`src/rtl/rr_arb_4ch_pkg.sv`:
```
// Shared definitions for the four-channel round-robin arbiter.
// Latency: n/a (types, constants and a combinational helper only).
// Backpressure: n/a.
//
// Contents:
//   NUM_CH, SEL_W  channel count and select width
//   state_e        output-stage occupancy (EMPTY / FULL)
//   pick_t         result of a round-robin search (found flag + index)
//   rr_pick()      rotate-and-priority-encode helper
package rr_arb_4ch_pkg;

  localparam int NUM_CH = 4;
  localparam int SEL_W  = 2;

  typedef enum logic {
    EMPTY = 1'b0,
    FULL  = 1'b1
  } state_e;

  typedef struct packed {
    logic             found;
    logic [SEL_W-1:0] idx;
  } pick_t;

  // Search order is last+1, last+2, last+3, last+4 (mod 4). Walking the
  // offsets from farthest to nearest lets the nearest valid candidate
  // overwrite any earlier hit, so the first channel after `last` wins.
  function automatic pick_t rr_pick(input logic [NUM_CH-1:0] req,
                                    input logic [SEL_W-1:0]  last);
    pick_t            res;
    logic [SEL_W-1:0] cand;
    res = '0;
    for (int k = NUM_CH; k >= 1; k--) begin
      cand = last + SEL_W'(k);
      if (req[cand]) begin
        res.found = 1'b1;
        res.idx   = cand;
      end
    end
    return res;
  endfunction

endpackage

```
`src/rtl/rr_pick_4.sv`:
```
// Round-robin pick: rotate the request vector past the last grant and
// priority-encode the first requester.
// Latency: combinational. Backpressure: none (pure function of inputs).
//
// Ports:
//   req_i    per-channel request bits
//   last_i   index of the most recent grant
//   found_o  at least one request present
//   idx_o    index of the winning channel (valid when found_o=1)
module rr_pick_4
  import rr_arb_4ch_pkg::*;
(
  input  logic [NUM_CH-1:0] req_i,
  input  logic [SEL_W-1:0]  last_i,
  output logic              found_o,
  output logic [SEL_W-1:0]  idx_o
);

  pick_t pick;

  always_comb begin
    pick    = rr_pick(req_i, last_i);
    found_o = pick.found;
    idx_o   = pick.idx;
  end

endmodule

```
`src/rtl/rr_arb_4ch.sv`:
```
// Four-channel round-robin arbiter feeding a single registered output word.
// Latency: 1 cycle from input accept to out_valid; sustains 1 word/cycle.
// Backpressure: out_ready=0 while FULL holds the word and drops all in_ready.
//
// Ports:
//   clk, rst    clock and synchronous active-high reset
//   in_valid    per-channel request
//   in_data     packed channel words, channel i at [i*WIDTH +: WIDTH]
//   in_ready    one-hot (or zero) accept back to the winning channel
//   out_valid   output word present
//   out_data    registered winning word
//   out_sel     registered winning channel index (drives downstream mux)
//   out_ready   downstream accept
module rr_arb_4ch
  import rr_arb_4ch_pkg::*;
#(
  parameter int WIDTH = 8
) (
  input  logic                    clk,
  input  logic                    rst,
  input  logic [NUM_CH-1:0]       in_valid,
  input  logic [NUM_CH*WIDTH-1:0] in_data,
  output logic [NUM_CH-1:0]       in_ready,
  output logic                    out_valid,
  output logic [WIDTH-1:0]        out_data,
  output logic [SEL_W-1:0]        out_sel,
  input  logic                    out_ready
);

  state_e             state_q;
  logic [SEL_W-1:0]   last_q;
  logic [WIDTH-1:0]   data_q;
  logic [SEL_W-1:0]   sel_q;

  logic               pick_found;
  logic [SEL_W-1:0]   pick_idx;
  logic               cap;
  logic               grant;
  logic [WIDTH-1:0]   data_d;
  logic [WIDTH-1:0]   ch_dat [NUM_CH];

  for (genvar i = 0; i < NUM_CH; i++) begin : g_unpack
    assign ch_dat[i] = in_data[i*WIDTH +: WIDTH];
  end

  rr_pick_4 u_pick (
    .req_i   (in_valid),
    .last_i  (last_q),
    .found_o (pick_found),
    .idx_o   (pick_idx)
  );

  // The output register can take a new word when it is empty or when the
  // word it holds leaves this cycle. Reset suppresses any grant so no
  // source believes it handed off a word that is about to be discarded.
  always_comb begin
    cap      = (state_q == EMPTY) || out_ready;
    grant    = !rst && cap && pick_found;
    data_d   = ch_dat[pick_idx];
    in_ready = '0;
    if (grant) begin
      in_ready[pick_idx] = 1'b1;
    end
  end

  // Output stage FSM. last_q resets to 3 so channel 0 is searched first.
  always_ff @(posedge clk) begin
    if (rst) begin
      state_q <= EMPTY;
      last_q  <= 2'b11;
      data_q  <= '0;
      sel_q   <= '0;
    end else if (cap) begin
      if (pick_found) begin
        state_q <= FULL;
        data_q  <= data_d;
        sel_q   <= pick_idx;
        last_q  <= pick_idx;
      end else begin
        state_q <= EMPTY;
      end
    end
  end

  assign out_valid = (state_q == FULL);
  assign out_data  = data_q;
  assign out_sel   = sel_q;

endmodule

```
`config.mk`:
```
export PLATFORM = sky130hd
export DESIGN_NAME = rr_arb_4ch
export DESIGN_NICKNAME = d
export VERILOG_FILES = /design/src/rtl/rr_arb_4ch_pkg.sv /design/src/rtl/rr_pick_4.sv /design/src/rtl/rr_arb_4ch.sv
export SDC_FILE = /design/constraint.sdc
export NUM_CORES = 1
export LEC_CHECK = 0
export ABC_CLOCK_PERIOD_IN_PS = 2000
export CORE_MARGIN = 2
export CORE_UTILIZATION = 36
export DETAILED_ROUTE_END_ITERATION = 10
export MAX_ROUTING_LAYER = met4
export PLACE_DENSITY = 0.78
export SLEW_MARGIN = 20
export SYNTH_ARGS = -nofsm -noshare
export SYNTH_HDL_FRONTEND = slang
export SYNTH_SLANG_ARGS = --single-unit
```
`constraint.sdc`:
```
create_clock -name clk -period 2 [get_ports clk]
set_input_delay 0.4 -clock clk [delete_from_list [all_inputs] [get_ports clk]]
set_output_delay 0.4 -clock clk [all_outputs]
set_load 0.1 [all_outputs]
```
==> results.sh, run 1 <==
export IMPL_status="complete, but fails checks"
export IMPL_violations="negative setup slack"
export IMPL_placement_io_buffers=53
export IMPL_place_ws_ns=-0.487
export IMPL_start_kind="flip-flop"
export IMPL_whs_ns=0.472
export IMPL_yosys_warnings=0
export IMPL_ios=54
export IMPL_overflow=0
export IMPL_ant_nets=0
export IMPL_crit_type="reg -> out"
export IMPL_setup_violations_final=4
export IMPL_die_area_um2=2850
export IMPL_multi_input_area_um2=648
export IMPL_rsz0062_at_grt="yes"
export IMPL_diodes=0
export IMPL_syn2layout_area_growth_pct=86.9
export IMPL_viasPerCell=4.96
export IMPL_dp_cells=179
export IMPL_ctsHoldBuffers=0
export IMPL_drv_slew=0
export IMPL_min_path_cells=2
export IMPL_p_leak_nw=0.715
export IMPL_seq_area_frac_synth=0.296
export IMPL_hold_viol_final=0
export IMPL_yosys_most_used_dff="dfxtp_1"
export IMPL_die_x_um=53.4
export IMPL_worstHoldEndpoint="out_sel[1]"
export IMPL_layout_setup_ws_ns=-0.0990
export IMPL_synth_fp_nets=131
export IMPL_grt_start_max_net_pins=18
export IMPL_wire_per_inst_um=13.6
export IMPL_max_cap_viol_count=0
export IMPL_finalClockSkew_ns=0.00189
export IMPL_async_flop_share=0
export IMPL_first_pass_iters=3
export IMPL_nets=196
export IMPL_r2r_cells=8
export IMPL_initial_core_util=0.390
export IMPL_power_density_nw_per_um2=704
export IMPL_cts_tree="built"
export IMPL_grt_pass1_vias=1017
export IMPL_synth_seq_cells=13
export IMPL_holdCritStartpoint="out_sel[1]"
export IMPL_tns_ns=-0.185
export IMPL_max_slew_margin_rel=0.701
export IMPL_seq_area_um2=268
export IMPL_drt_iter0_markers=8
export IMPL_syn_inst=92
export IMPL_clockRootBuffer="clkbuf_4"
export IMPL_period_share=1.05
export IMPL_synth_cell_types=24
export IMPL_synthesis_area_um2=878
export IMPL_h_tree_depth=1
export IMPL_gp_congestion=0.715
export IMPL_fmax_mhz=476
export IMPL_nFillCells=174
export IMPL_antenna_found_initial=0
export IMPL_rrSetupSlack_ns=0.08
export IMPL_die_h_um=53.4
export IMPL_critPathCaptureType="output port"
export IMPL_syn_area_per_cell_um2=9.55
export IMPL_cts_reportedPaths_clkPinSlew_ns=0.09
export IMPL_clk_path_buf_depth=2
export IMPL_peakVddDrop_mv=0.444
export IMPL_rows=17
export IMPL_cp_max_fo=3
export IMPL_period_minus_slack_ns=2.10
export IMPL_crit_arrival_ns=1.70
export IMPL_coreArea_um2=2250
export IMPL_tightest_slew_ns=0.448
export IMPL_num_vias=912
export IMPL_cp_required_ns=1.60
export IMPL_place_hpwl_um=1960
export IMPL_grt_pass1_wl_um=4400
export IMPL_drive_gt1_frac=0.436
export IMPL_clk_latency_ns=0.27
export IMPL_wirelength_um=2510
export IMPL_cts_sinks=13
export IMPL_worstReg2RegStart="last_q[0]"
export IMPL_min_path_type="reg -> reg"
export IMPL_grt_total_usage=0.218
export IMPL_cts_buffers=3
export IMPL_synth_edf_count=0
export IMPL_drc=0
export IMPL_r2r_end="out_data[2]"
export IMPL_final_cells=184
how the worst max path moves through the flow:
stage | to | cells after the start | slack [ns] | start
after floorplan | in_ready[3] | 6 | -0.37 | in_valid[3]
after global placement | in_ready[3] | 7 | -0.46 | in_valid[3]
after detailed placement | in_ready[3] | 7 | -0.49 | in_valid[3]
after CTS | in_ready[3] | 6 | -0.11 | last_q[0]
after global routing | in_ready[3] | 6 | -0.17 | last_q[0]
final | in_ready[3] | 6 | -0.1 | last_q[0]
metrics by stage:
step | power [mW] | utilization | cell area, µm²
after detailed placement | 0.981 | 0.704 | 1590
after CTS | 1.16 | 0.733 | 1650
after global routing | 1.22 | 0.728 | 1640
after floorplan | 0.770 | - | 940
final | 1.16 | 0.728 | 1640
after global placement | 0.971 | 0.704 | 1590
cells in the final DEF, fill, tap and decap left out:
| cell type | n |
|---|---|
| clkdlybuf4s50_1 | 33 |
| nor2_1 | 22 |
| buf_4 | 21 |
| dfxtp_1 | 11 |
| mux2_4 | 10 |
| o221a_1 | 8 |
| mux2_2 | 6 |
| buf_12 | 6 |
| nand2_1 | 3 |
| a21oi_1 | 3 |
| clkbuf_4 | 3 |
| nand2b_4 | 2 |
| a21o_1 | 2 |
| nor3_4 | 2 |
| nor3b_4 | 2 |
| clkdlybuf4s15_2 | 2 |
| buf_2 | 2 |
| dfxtp_4 | 2 |
| nor2b_4 | 1 |
| nor2b_1 | 1 |
| o21ai_2 | 1 |
| a21o_2 | 1 |
| o311ai_4 | 1 |
| inv_2 | 1 |
| nor4_1 | 1 |
| a21oi_2 | 1 |
| o22ai_2 | 1 |
| nand2_2 | 1 |
| or2_4 | 1 |
| nor3_1 | 1 |
| o21bai_1 | 1 |
| clkbuf_1 | 1 |
| dlygate4sd2_1 | 1 |
| buf_6 | 1 |
cell usage after synthesis (2+ instances only):
cell | instances | area [µm²]
clkbuf_1 | 3 | 11.3
mux2_2 | 6 | 67.6
a21oi_1 | 4 | 20.0
a21o_1 | 2 | 15.0
nor3_1 | 3 | 15.0
nor2_1 | 22 | 82.6
buf_6 | 2 | 22.5
nand2b_1 | 2 | 12.5
nand2_1 | 4 | 15.0
o221a_1 | 8 | 90.1
mux2_4 | 10 | 150
nor3b_1 | 2 | 15.0
dfxtp_1 | 13 | 260
cells by family after synthesis:
logic type / count (synthesis) / share of synthesized area
compound gates: 19 / 0.208
simple gates: 37 / 0.197
flops: 13 / 0.296
mux: 16 / 0.248
buf+inv: 7 / 0.0513
critical path, cell delays in order, from the launching register on:
cell and delay, ns:
dfxtp_4 0.38, nand2b_4 0.13, o22ai_2 0.05, a21o_1 0.18, or2_4 0.26, nor3b_4 0.22
buf_12 0.20
area by class of cell:
type                            count  share of cell area
Clock buffer                        4              0.0160
Inverter                            1             0.00229
Multi-Input combinational cell     72               0.395
Sequential cell                    13               0.163
Tap cell                           28              0.0213
Timing Repair Buffer               66               0.402
per-layer routing:
metal  vias to the layer above  part of all wire  global-route usage
met2                        38              0.49               0.360
met5                         -                 0                   -
met4                         0            0.0072              0.0769
met1                       413              0.41               0.253
li1                        459                 -                   -
met3                         2             0.099              0.0565
power breakdown:
part	leakage (nW)	internal (mW)	switching, mW
clock	0.0150	0.0772	0.0902
sequential	0.109	0.291	0.0214
combinational	0.591	0.283	0.394
repair_timing:
item                                    CTS  global route
setup buffers                             1             0
endpoints found under the setup margin   12             5
pin swaps                                 7             3
resized for setup                        20             3
gates cloned                              0             0
flip-flops by register name, summed over array words and instances (netlist names):
register / cells
last_q: 2
out_data: 8
out_sel: 2
out_valid: 1
Power figures use the tool's default switching activity.
==> inputs of run 2 (changes only) <==
CORE_ASPECT_RATIO = 1.5   (was not set)
==> run 2 against run 1 <==
The run still ends with negative setup slack left. Sequential power is essentially flat. Die area grew 0.28%. Routed wire length up 2.3%. Clock skew is 0.00059 ns higher. Sequential share of layout area down 0.30 points. Highest routed layer unchanged.
==> results.sh, run 2 (synthesis gave the netlist of run 1 again) <==
export IMPL_r2r_end="out_data[4]"
export IMPL_antenna_found_initial=0
export IMPL_worstReg2RegStart="last_q[0]"
export IMPL_die_h_um=64.5
export IMPL_r2r_cells=7
export IMPL_busiest_layer="met2"
export IMPL_gp_congestion=0.733
export IMPL_combPwrFrac=0.597
export IMPL_cts_sinks=13
export IMPL_finalClockSkew_ns=0.00248
export IMPL_critPathTopFamily="simple AND/OR/NAND/NOR gates"
export IMPL_status="complete, but fails checks"
export IMPL_clk_latency_ns=0.27
export IMPL_rsz0062_at_grt="yes"
export IMPL_dp_cells=172
export IMPL_intPower_mw=0.666
export IMPL_whs_ns=0.497
export IMPL_grt_total_usage=0.201
export IMPL_largest_reg_flops=8
export IMPL_coreArea_um2=2290
export IMPL_h_tree_depth=1
export IMPL_start_kind="flip-flop"
export IMPL_period_share=1.04
export IMPL_min_path_type="reg -> reg"
export IMPL_peakVddDrop_mv=0.481
export IMPL_ant_nets=0
export IMPL_overflow=0
export IMPL_place_ws_ns=-0.582
export IMPL_layout_common_cells="clkdlybuf4s50_1 (33), buf_4 (24), nor2_1 (22)"
export IMPL_tns_ns=-0.183
export IMPL_holdCritStartpoint="out_sel[1]"
export IMPL_final_cells=181
export IMPL_drv_slew=0
export IMPL_dpl_instance_area_um2=1570
export IMPL_clockRootBuffer="clkbuf_4"
export IMPL_setup_violations_final=3
export IMPL_drive_gt1_frac=0.456
export IMPL_initial_core_util=0.384
export IMPL_grt_start_max_net_pins=13
export IMPL_min_path_cells=2
export IMPL_num_vias=950
export IMPL_wire_per_inst_um=14.2
export IMPL_max_stage_delay_ns=0.37
export IMPL_critPathCaptureType="output port"
export IMPL_first_pass_iters=4
export IMPL_syn2layout_area_growth_pct=88.6
export IMPL_rows=21
export IMPL_crit_arrival_ns=1.68
export IMPL_met3_usage=0.0251
export IMPL_hold_viol_final=0
export IMPL_critPathBufInv=1
export IMPL_placement_io_buffers=53
export IMPL_grt_use_met1=0.237
export IMPL_place_hpwl_um=1960
export IMPL_nets=198
export IMPL_grt_pass1_wl_um=4320
export IMPL_violations="negative setup slack"
export IMPL_cts_tree="built"
export IMPL_die_x_um=44.3
export IMPL_viasPerCell=5.25
export IMPL_swShare=0.430
export IMPL_wirelength_um=2560
export IMPL_ios=54
export IMPL_drt_iter0_markers=12
export IMPL_cp_slowest_cell="dfxtp_2"
export IMPL_met2_usage=0.355
export IMPL_final_util=0.725
export IMPL_rrSetupSlack_ns=0.20
export IMPL_max_slew_margin_rel=0.743
export IMPL_p_leak_nw=0.732
export IMPL_drc=0
export IMPL_max_cap_viol_count=0
export IMPL_power_total_mw=1.17
export IMPL_layout_commonest_cell="clkdlybuf4s50_1"
export IMPL_die_area_um2=2860
export IMPL_crit_type="reg -> out"
export IMPL_grt_pass1_vias=990
export IMPL_final_cell_area_um2=1660
export IMPL_power_density_nw_per_um2=705
export IMPL_p_clk_frac=0.134
export IMPL_cp_cell_sequence="nand2b_4, o22ai_2, a21o_1, or2_4, nor3b_4, buf_12"
export IMPL_cts_reportedPaths_clkPinSlew_ns=0.07
export IMPL_cp_max_fo=3
export IMPL_cts_buffers=3
export IMPL_fmax_mhz=481
export IMPL_tightest_slew_ns=0.382
export IMPL_period_minus_slack_ns=2.08
export IMPL_worstHoldEndpoint="out_sel[1]"
export IMPL_layout_setup_ws_ns=-0.0801
export IMPL_clk_path_buf_depth=2
export IMPL_p_seq_frac=0.268
export IMPL_diodes=0
export IMPL_cp_required_ns=1.60
export IMPL_p_switching_mw=0.503
export IMPL_ctsHoldBuffers=0
run 2: timing repair:
action | 4_1_cts | 5_1_grt
endpoints found under the setup margin | 12 | 4
pin swaps | 8 | 2
setup buffers | 4 | 1
gates resized for setup | 27 | 2
run 2: per-layer routing:
layer  wire length, µm  up-vias  part of all wire
li1                  -      464                 -
met1               958      445              0.37
met2              1440       39              0.56
met3               145        2             0.057
met4                16        0            0.0062
met5                 0        -                 0
run 2: worst max-delay path by stage:
stage,from,end,cells past startpoint,slack (ns)
global route,last_q[0],in_ready[3],6,-0.13
finish,last_q[0],in_ready[3],6,-0.08
CTS,last_q[0],in_ready[2],6,-0.10
floorplan,in_valid[3],in_ready[3],6,-0.37
detailed placement,in_valid[3],in_ready[3],5,-0.58
global placement,in_valid[3],in_ready[3],5,-0.54
run 2: worst min-delay path, stage by stage (launching register included):
cell and delay [ns]:
dfxtp_1 0.32, nand2_1 0.07, a21oi_1 0.06
run 2: layout make-up:
cell class                      count  area [µm²]
Clock buffer                        4        26.3
Sequential cell                    13         265
Inverter                            1        3.75
Fill cell                         167         629
Multi-Input combinational cell     72         667
Timing Repair Buffer               68         666
Tap cell                           23        28.8
run 2: power groups by stage:
stage	sequential (mW)	clock [mW]	combinational, mW
after floorplan	0.510	0	0.260
after global placement	0.317	0	0.655
after detailed placement	0.319	0	0.662
after CTS	0.313	0.161	0.689
after global routing	0.319	0.172	0.729
final	0.314	0.157	0.698
